===== src/rtl/press_decode_pkg.sv =====
// Shared types and constants for the press_decode event classifier.
// State encoding is fixed at 3 bits so the unused codes are explicit and recoverable.
// Event kinds are numbered so a bench or monitor can refer to them by name.
package press_decode_pkg;

  localparam int STATE_W = 3;

  // Decoder states; codes 6 and 7 are unused and fall back to RELEASE.
  typedef enum logic [STATE_W-1:0] {
    RELEASE = 3'd0,
    IDLE    = 3'd1,
    PRESS1  = 3'd2,
    LONG    = 3'd3,
    WAIT2   = 3'd4,
    DBL     = 3'd5
  } state_e;

  // Event kinds, one per output pulse.
  localparam int EVT_SHORT = 0;
  localparam int EVT_LONG  = 1;
  localparam int EVT_DBL   = 2;

endpackage


===== src/rtl/press_decode.sv =====
// Classifies filtered presses into short / long / double-click single-cycle pulses.
// Latency: every output is registered; a pulse appears on the edge that decides the event.
// No backpressure: pulses are fire-and-forget, the consumer must sample every cycle.
module press_decode
  import press_decode_pkg::*;
#(
  parameter int CNT_W      = 16,
  parameter int LONG_TICKS = 1000,
  parameter int DBL_GAP    = 200
) (
  input  logic clk,
  input  logic rst,
  input  logic i,
  output logic short_p,
  output logic long_p,
  output logic dbl_p,
  output logic held,
  output logic busy
);

  // Last counter values before the long / gap thresholds are reached.
  localparam logic [CNT_W-1:0] LONG_LAST = CNT_W'(LONG_TICKS - 1);
  localparam logic [CNT_W-1:0] GAP_LAST  = CNT_W'(DBL_GAP - 1);

  state_e           state_q, state_d;
  logic [CNT_W-1:0] cnt_q, cnt_d;
  logic             short_q, short_d;
  logic             long_q, long_d;
  logic             dbl_q, dbl_d;
  logic             held_q, held_d;
  logic             busy_q, busy_d;

  // Next state, shared counter and the pulse/level values the next edge will register.
  always_comb begin
    state_d = state_q;
    cnt_d   = cnt_q;
    short_d = 1'b0;
    long_d  = 1'b0;
    dbl_d   = 1'b0;

    case (state_q)
      // Wait for a release so a key held through reset never produces an event.
      RELEASE: begin
        if (!i) state_d = IDLE;
      end

      IDLE: begin
        if (i) begin
          state_d = PRESS1;
          cnt_d   = '0;
        end
      end

      // Release always wins over the long threshold on the same sample.
      PRESS1: begin
        if (!i) begin
          state_d = WAIT2;
          cnt_d   = '0;
        end else if (cnt_q == LONG_LAST) begin
          state_d = LONG;
          long_d  = 1'b1;
        end else begin
          cnt_d = cnt_q + CNT_W'(1);
        end
      end

      LONG: begin
        if (!i) state_d = IDLE;
      end

      // A new press wins over gap expiry on the same sample (boundary counts as double).
      WAIT2: begin
        if (i) begin
          state_d = DBL;
          dbl_d   = 1'b1;
        end else if (cnt_q == GAP_LAST) begin
          state_d = IDLE;
          short_d = 1'b1;
        end else begin
          cnt_d = cnt_q + CNT_W'(1);
        end
      end

      // Second press of a double is ignored until released, however long it is held.
      DBL: begin
        if (!i) state_d = IDLE;
      end

      default: begin
        state_d = RELEASE;
        cnt_d   = '0;
      end
    endcase

    // Levels track the state being entered so they change on the same edge as it.
    held_d = (state_d == LONG);
    busy_d = (state_d != IDLE);
  end

  // State, counter and output registers; reset drops any event in progress.
  always_ff @(posedge clk) begin
    if (rst) begin
      state_q <= RELEASE;
      cnt_q   <= '0;
      short_q <= 1'b0;
      long_q  <= 1'b0;
      dbl_q   <= 1'b0;
      held_q  <= 1'b0;
      busy_q  <= 1'b1;
    end else begin
      state_q <= state_d;
      cnt_q   <= cnt_d;
      short_q <= short_d;
      long_q  <= long_d;
      dbl_q   <= dbl_d;
      held_q  <= held_d;
      busy_q  <= busy_d;
    end
  end

  assign short_p = short_q;
  assign long_p  = long_q;
  assign dbl_p   = dbl_q;
  assign held    = held_q;
  assign busy    = busy_q;

endmodule

===== config.mk =====
export PLATFORM = sky130hd
export DESIGN_NAME = press_decode
export DESIGN_NICKNAME = d
export VERILOG_FILES = /design/src/rtl/press_decode_pkg.sv /design/src/rtl/press_decode.sv
export SDC_FILE = /design/constraint.sdc
export NUM_CORES = 1
export LEC_CHECK = 0
export ABC_AREA = 1
export CORE_ASPECT_RATIO = 1.25
export CORE_MARGIN = 1
export CORE_UTILIZATION = 56
export DETAILED_ROUTE_END_ITERATION = 10
export PLACE_DENSITY = 0.71
export SETUP_SLACK_MARGIN = 0.02
export SYNTH_ARGS = -nofsm -noshare
export SYNTH_HDL_FRONTEND = slang
export SYNTH_SLANG_ARGS = --single-unit

===== constraint.sdc =====
create_clock -name clk -period 2.9 [get_ports clk]
set_clock_uncertainty 0.2 [all_clocks]
set_input_delay 0.87 -clock clk [delete_from_list [all_inputs] [get_ports clk]]
set_output_delay 0.87 -clock clk [all_outputs]
set_load 0.02 [all_outputs]

==> results.md, run 1 <==
* Hold Crit Class: reg -> reg
* Largest net degree at the start of global routing at 14
* Total grt overflow at 0
* Combinational family with the most area after synthesis: simple AND/OR/NAND/NOR gates
* Row Count at 21
* Max Cap Viol at 0
* Design Power at 0.000630 W
* Cell Chain, Critical Path: clkdlybuf4s50_1 > nand2_1 > nor2_1 > nand4_2 > nand3_1 > nand2_2 > clkinv_2 > nand2_1 > nor2_1
* Sequential share of power at 54.7%
* Slowest cell on crit path: clkdlybuf4s50_1
* Clock power frac at 28.7%
* Final min period at 2400 ps
* Deepest clock path buffer count at 2
* CP max FO at 8
* Bufs and invs on worst path at 2
* Clock transition at the registers of the reported paths at 120 ps
* Sw frac at 28.8%
* Syn Area/Cell at 6.11 um^2
* Worst Setup Path Type: in -> reg
* Endpoints failing setup at 0
* Post_cts resized at 0
* Highest clock rate at 417 MHz
* P_sw at 0.000181 W
* Root buf cell: clkbuf_4
* Antenna-violating nets left at 0
* Status: complete, no violations
* TritonCTS clock tree: done
* Hpwl dp at 2.60 mm
* Xor/xnor share of the synthesized area at 0%
* Routed wire length per instance at 11.4 um
* Crit end category: register
* Power per Cell Area at 372 mW/mm^2
* Met1 usage at 31.0%
* Synth Flop Type: dfxtp_1
* Max-slew headroom at 68.2%
* Diode count at 0
* Number of synthesized flops with an enable pin at 0
* RSZ-0062 raised after global routing: false
* Detailed Route Iter0 Violations at 45
* Adder-cell area share of the yosys netlist at 0.803%
* Post-synth top area share at 30.8%
* Finished Core Util at 63.7%
* Top Usage Layer GRT: met2
* Gr usage total at 24.1%
* Post-Synthesis Cells at 255
* Synthesis-to-layout area growth at 8.51%
* Top-count cell post-synth: nand2_1
* Final WL at 3.39 mm
* Routability congestion estimate at 0.831
* Fin. Hold Viols at 0
* Setup Fix Bufs, Post-CTS at 0
* Pint at 0.000448 W
* DRC at 0
* Antenna violations before repair at 0
* CP top delay family: simple AND/OR/NAND/NOR gates
* Peak VDD IR at 0.000378 V
* Final Max Slew Viols at 0
* Final Cycle Share at 82.7%
* Die W at 49.2 um
* Min Hold Slack at 302 ps
* Initial Util at 58.7%
* Total die area at 0.00300 mm^2
* Ratio of cells with drive above 1 in the final layout at 12.5%
* CTS buffer count at 3
* Top cells by area, synth: dfxtp_1 (31%), nand2_1 (17%), nand3_1 (9.6%), nor2_1 (9.4%), inv_1 (7.7%)
* Reg2reg setup slack at 910 ps
* Grt met3 use at 3.01%
* Hold Crit Endpoint: cnt_q[1]$_SDFFE_PP0P_
* Worst skew pair latency at 330 ps
* Combinational share of power at 16.5%
* Compound-Gate Fraction of Synth Area at 4.82%
* RR Endpoint: cnt_q[2]$_SDFFE_PP0P_
* Worst EP arrival at 2460 ps
* Post-synthesis sequential area ratio at 30.8%
* Syn nets at 259
* Synth warnings at 0
* H-tree depth at 1
* Mapped cell area at 0.00156 mm^2
* Fill cell count at 262
* PortBufs at 7
* CP Launch Type: input pin
* GR Layer Usage met2 at 40.9%
* Worst R2R Path Depth at 11
* Synth unique cells at 23
* Routed vias at 1,492
* Core area at 0.00265 mm^2
* Post-synth top cells: nand2_1 (71), nor2_1 (39), inv_1 (32)
* Max incr delay on CP at 580 ps
* Synth area leader: dfxtp_1
* Critical Path RT at 2970 ps
* Nets@finish at 269
* First-pass GRT wire length at 5.35 mm
* Leakage power at 0.753 nW
* Vias/cell at 5.01
* WHS Path Cells at 2
* FF+latch count, synth at 24
* FFs w/ async S/R, synth at 0%
* Post-synthesis simple-gate area fraction at 52.4%
* Least-Margin Pin Slew at 474 ps
* Drt pass-1 iters at 4
* Post-synthesis mux area share at 0%
* I/O Pins at 8
* Crit Reg-Reg Startpoint: cnt_q[0]$_SDFFE_PP0P_
* Clk sinks at 24
* Hold Buf Count CTS at 0
* Vias in the first global route at 1,210
* Setup TNS Final at 0 ps
* Die H at 61.0 um
* Hold path start: cnt_q[1]$_SDFFE_PP0P_
==> logic make-up (layout without fill, tap and decap cells) <==
kind of cell    after synthesis  in the layout
simple gates                174            174
buf+inv                      41             50
flops                        24             24
compound gates               15             15
fa+ha+maj                     1              1
==> per-layer routing <==
| layer | vias to the layer above | routed length, um |
|---|---|---|
| met4 | 0 | 53 |
| li1 | 816 | - |
| met3 | 5 | 60 |
| met1 | 652 | 1720 |
| met5 | - | 0 |
| met2 | 19 | 1560 |
==> state kept, by name (all words and copies together), names as in the netlist <==
register / count
long_p: 1
short_p: 1
held: 1
busy: 1
cnt_q: 16
dbl_p: 1
state_q: 3
==> power by group through the flow <==
stage | Combinational (W) | Sequential (W) | Clock [W]
after floorplan | 0.0000749 | 0.000354 | 0
after global placement | 0.000104 | 0.000352 | 0
after detailed placement | 0.000104 | 0.000352 | 0
after CTS | 0.000104 | 0.000345 | 0.000184
after global routing | 0.000115 | 0.000345 | 0.000195
final | 0.000104 | 0.000345 | 0.000181
==> area by class of cell <==
| class | instances | area, um^2 | area share [%] |
|---|---|---|---|
| clock buffers | 4 | 36.3 | 2.15 |
| inverters | 37 | 141 | 8.36 |
| multi-input cells | 190 | 905 | 53.5 |
| flip-flops and latches | 24 | 480 | 28.4 |
| well taps | 34 | 42.5 | 2.52 |
| repair buffers | 9 | 85.1 | 5.03 |
==> worst max-delay path by stage <==
stage,to,from,slack (ps),cells past startpoint
finish,cnt_q[10]$_SDFFE_PP0P_,i,500,9
global route,cnt_q[3]$_SDFFE_PP0P_,i,390,9
CTS,cnt_q[8]$_SDFFE_PP0P_,i,510,9
detailed placement,cnt_q[8]$_SDFFE_PP0P_,i,170,9
global placement,cnt_q[11]$_SDFFE_PP0P_,i,210,9
floorplan,cnt_q[10]$_SDFFE_PP0P_,i,960,9
==> tightest hold or removal path, delay by kind of cell (launching register included) <==
kind,cells,cell delay [ps]
and+or+nand+nor,1,70
DFF,1,350
AOI/OAI and AO/OA,1,50
==> layout by cell type, fill, tap and decap left out, drive strengths merged <==
cell type / Yosys / layout
nor3: 9 / 9
nand3: 32 / 32
clkinv: 2 / 2
nand4: 5 / 5
nor2: 46 / 46
ha: 1 / 1
inv: 35 / 35
clkdlybuf4s50: 0 / 7
dfxtp: 24 / 24
buf: 3 / 2
a21oi: 9 / 9
nand2: 82 / 82
clkbuf: 1 / 4
o21ai: 6 / 6
==> stage by stage <==
stage | setup WS [ps] | cells | cell area (um^2)
2_1_floorplan | 958 | 255 | 1560
3_3_place_gp | 215 | 294 | 1650
3_5_place_dp | 172 | 294 | 1650
4_1_cts | 515 | 298 | 1690
5_1_grt | 394 | 298 | 1690
6_report | 503 | 298 | 1690
(Power assumes the default switching activity.)
==> inputs of run 2 (changes only) <==
Clock period 2.9 ns to 2.35 ns, I/O delays scaled along.
==> results.md, run 2 (synthesis gave the netlist of run 1 again) <==
* Status: complete, no violations
* CP top delay family: buffers and inverters
* Commonest cells after routing, fill and taps aside: nand2_1 (71), nor2_1 (39), inv_1 (32), nand3_1 (30), dfxtp_1 (24)
* Final Cycle Share at 91.6%
* Post_cts resized at 0 (unchanged)
* Routed vias at 1,518 (+1.7%)
* Min Hold Slack at 305 ps (+2.61 ps)
* Highest clock rate at 465 MHz
* Synthesis-to-layout area growth at 11.5%
* Combinational share of power at 15.3% (-1.2 points)
* PortBufs at 7 (unchanged)
* Critical Path RT at 1440 ps (-1530 ps)
* Largest reg by FF count: cnt_q
* Max-slew headroom at 68.7% (+0.47 points)
* Least-Margin Pin Slew at 467 ps (-7.00 ps)
* Met1 usage at 34.1% (+3.1 points)
* Cell Chain, Critical Path: clkdlybuf4s50_1
* Fin. Hold Viols at 0 (unchanged)
* Cells after DPL at 298 (+1.4%)
* Clock transition at the registers of the reported paths at 140 ps (+20 ps)
* Vias in the first global route at 1,358 (+12%)
* Leakage power at 0.778 nW (+3.4%)
* Layout Cells excl Fill at 302 (+1.3%)
* Grt met3 use at 3.51% (+0.50 points)
* Hold Buf Count CTS at 0 (unchanged)
* Setup Fix Bufs, Post-CTS at 0 (unchanged)
* Power per Cell Area at 495 mW/mm^2 (+33%)
* H-tree depth at 1 (unchanged)
* Vias/cell at 5.03 (+0.40%)
* Final Max Slew Viols at 0 (unchanged)
* CP Launch Type: register
* Crit end category: output port
* Routability congestion estimate at 0.836 (+0.65%)
* Largest net degree at the start of global routing at 15 (+1)
* Top Usage Layer GRT: met2
* Diode count at 0 (unchanged)
* Design Power at 0.000860 W (+37%)
* Slowest cell on crit path: clkdlybuf4s50_1
* Die W at 49.2 um (unchanged)
* Worst Setup Path Type: reg -> out
* Fill cell count at 260 (-0.76%)
* Core area at 0.00265 mm^2 (unchanged)
* Antenna-violating nets left at 0 (unchanged)
* Die H at 61.0 um (unchanged)
* Detailed Route Iter0 Violations at 45 (unchanged)
* Setup TNS Final at 0 ps (unchanged)
* P_sw at 0.000226 W (+25%)
* Nets@finish at 273 (+1.5%)
* Final WL at 3.36 mm (-0.77%)
* Reg area at 480 um^2 (unchanged)
* Max incr delay on CP at 590 ps (about the same)
* Hold Crit Class: reg -> reg
* DRC at 0 (unchanged)
* RSZ-0062 raised after global routing: false
* CTS buffer count at 3 (unchanged)
* Pint at 0.000634 W (+41%)
* Clk sinks at 24 (unchanged)
* Total grt overflow at 0 (unchanged)
* Gr usage total at 25.6% (+1.5 points)
* Row Count at 21 (unchanged)
* Final instance area at 0.00174 mm^2 (+2.7%)
* First-pass GRT wire length at 5.88 mm (+9.9%)
* Total die area at 0.00300 mm^2 (unchanged)
* I/O Pins at 8 (unchanged)
* Root buf cell: clkbuf_4
* Area of the multi-input gates at 905 um^2 (unchanged)
* Commonest non-fill, non-tap cell in the layout: nand2_1
* Antenna violations before repair at 0 (unchanged)
* Worst skew pair latency at 320 ps (about the same)
* DP Area at 0.00168 mm^2 (+1.8%)
* Final min period at 2150 ps
* Largest register FFs at 16 (unchanged)
* Worst EP arrival at 1250 ps (-1210 ps)
* Drt pass-1 iters at 4 (unchanged)
* Sw frac at 26.3% (-2.5 points)
* Hpwl dp at 2.51 mm (-3.6%)
* Sequential share of power at 49.4% (-5.3 points)
* Initial Util at 58.7% (unchanged)
* Clock power frac at 35.3% (+6.6 points)
* Max Cap Viol at 0 (unchanged)
* CP max FO at 1 (-7)
* GR Layer Usage met2 at 41.7% (+0.78 points)
* Peak VDD IR at 0.000448 V (+18%)
* Bufs and invs on worst path at 1 (-1)
* TritonCTS clock tree: done
* Endpoints failing setup at 0 (unchanged)
* Largest regs: cnt_q: 16 flops, state_q: 3 flops
* Routed wire length per instance at 11.1 um (-2.1%)
* Ratio of cells with drive above 1 in the final layout at 13.8% (+1.3 points)
* Deepest clock path buffer count at 2 (unchanged)
## run 2: cell types whose count changed in the layout (fill, tap and decap cells not counted)
cell,delta
clkbuf_8,-1
bufinv_16,+1
buf_4,+4
## run 2: stage by stage
step | utilization, % | worst slack [ps]
finish | 65.4 | 198
global route | 65.4 | 54.6
CTS | 65.4 | 189
detailed placement | 63.5 | -104
global placement | 63.5 | -103
floorplan | - | 573
## run 2: final timing paths
kind	from	endpoint	slack, ps	cells after the start
max	short_p$_SDFF_PP0_	short_p	200	1
min reg2reg	cnt_q[1]$_SDFFE_PP0P_	cnt_q[1]$_SDFFE_PP0P_	300	2
max reg2reg	cnt_q[0]$_SDFFE_PP0P_	cnt_q[3]$_SDFFE_PP0P_	370	11
min	cnt_q[1]$_SDFFE_PP0P_	cnt_q[1]$_SDFFE_PP0P_	300	2
## run 2: cell type report
type                    count  share of cell area (%)
multi-input cells         190                    52.1
flip-flops and latches     24                    27.7
inverters                  37                    8.14
repair buffers             13                    6.63
well taps                  34                    2.45
clock inverters             1                    1.73
clock buffers               3                    1.30
## run 2: metal layers
metal / vias to the layer above / wire (um)
met1: 663 / 1660
met4: 0 / 63
met2: 25 / 1540
met5: - / 0
met3: 6 / 93
li1: 824 / -
## run 2: power groups by stage
stage | clock network [W] | registers [W] | logic [W]
floorplan | 0 | 0.000436 | 0.0000925
global placement | 0 | 0.000434 | 0.000132
detailed placement | 0 | 0.000434 | 0.000132
CTS | 0.000312 | 0.000425 | 0.000132
global route | 0.000332 | 0.000426 | 0.000149
finish | 0.000303 | 0.000425 | 0.000132
==> inputs of run 3 (changes only) <==
Settings changed: CAP_MARGIN set to 15.
==> results of run 3 <==
Same layout as run 2: the final DEF is identical, and so are final timing and power.
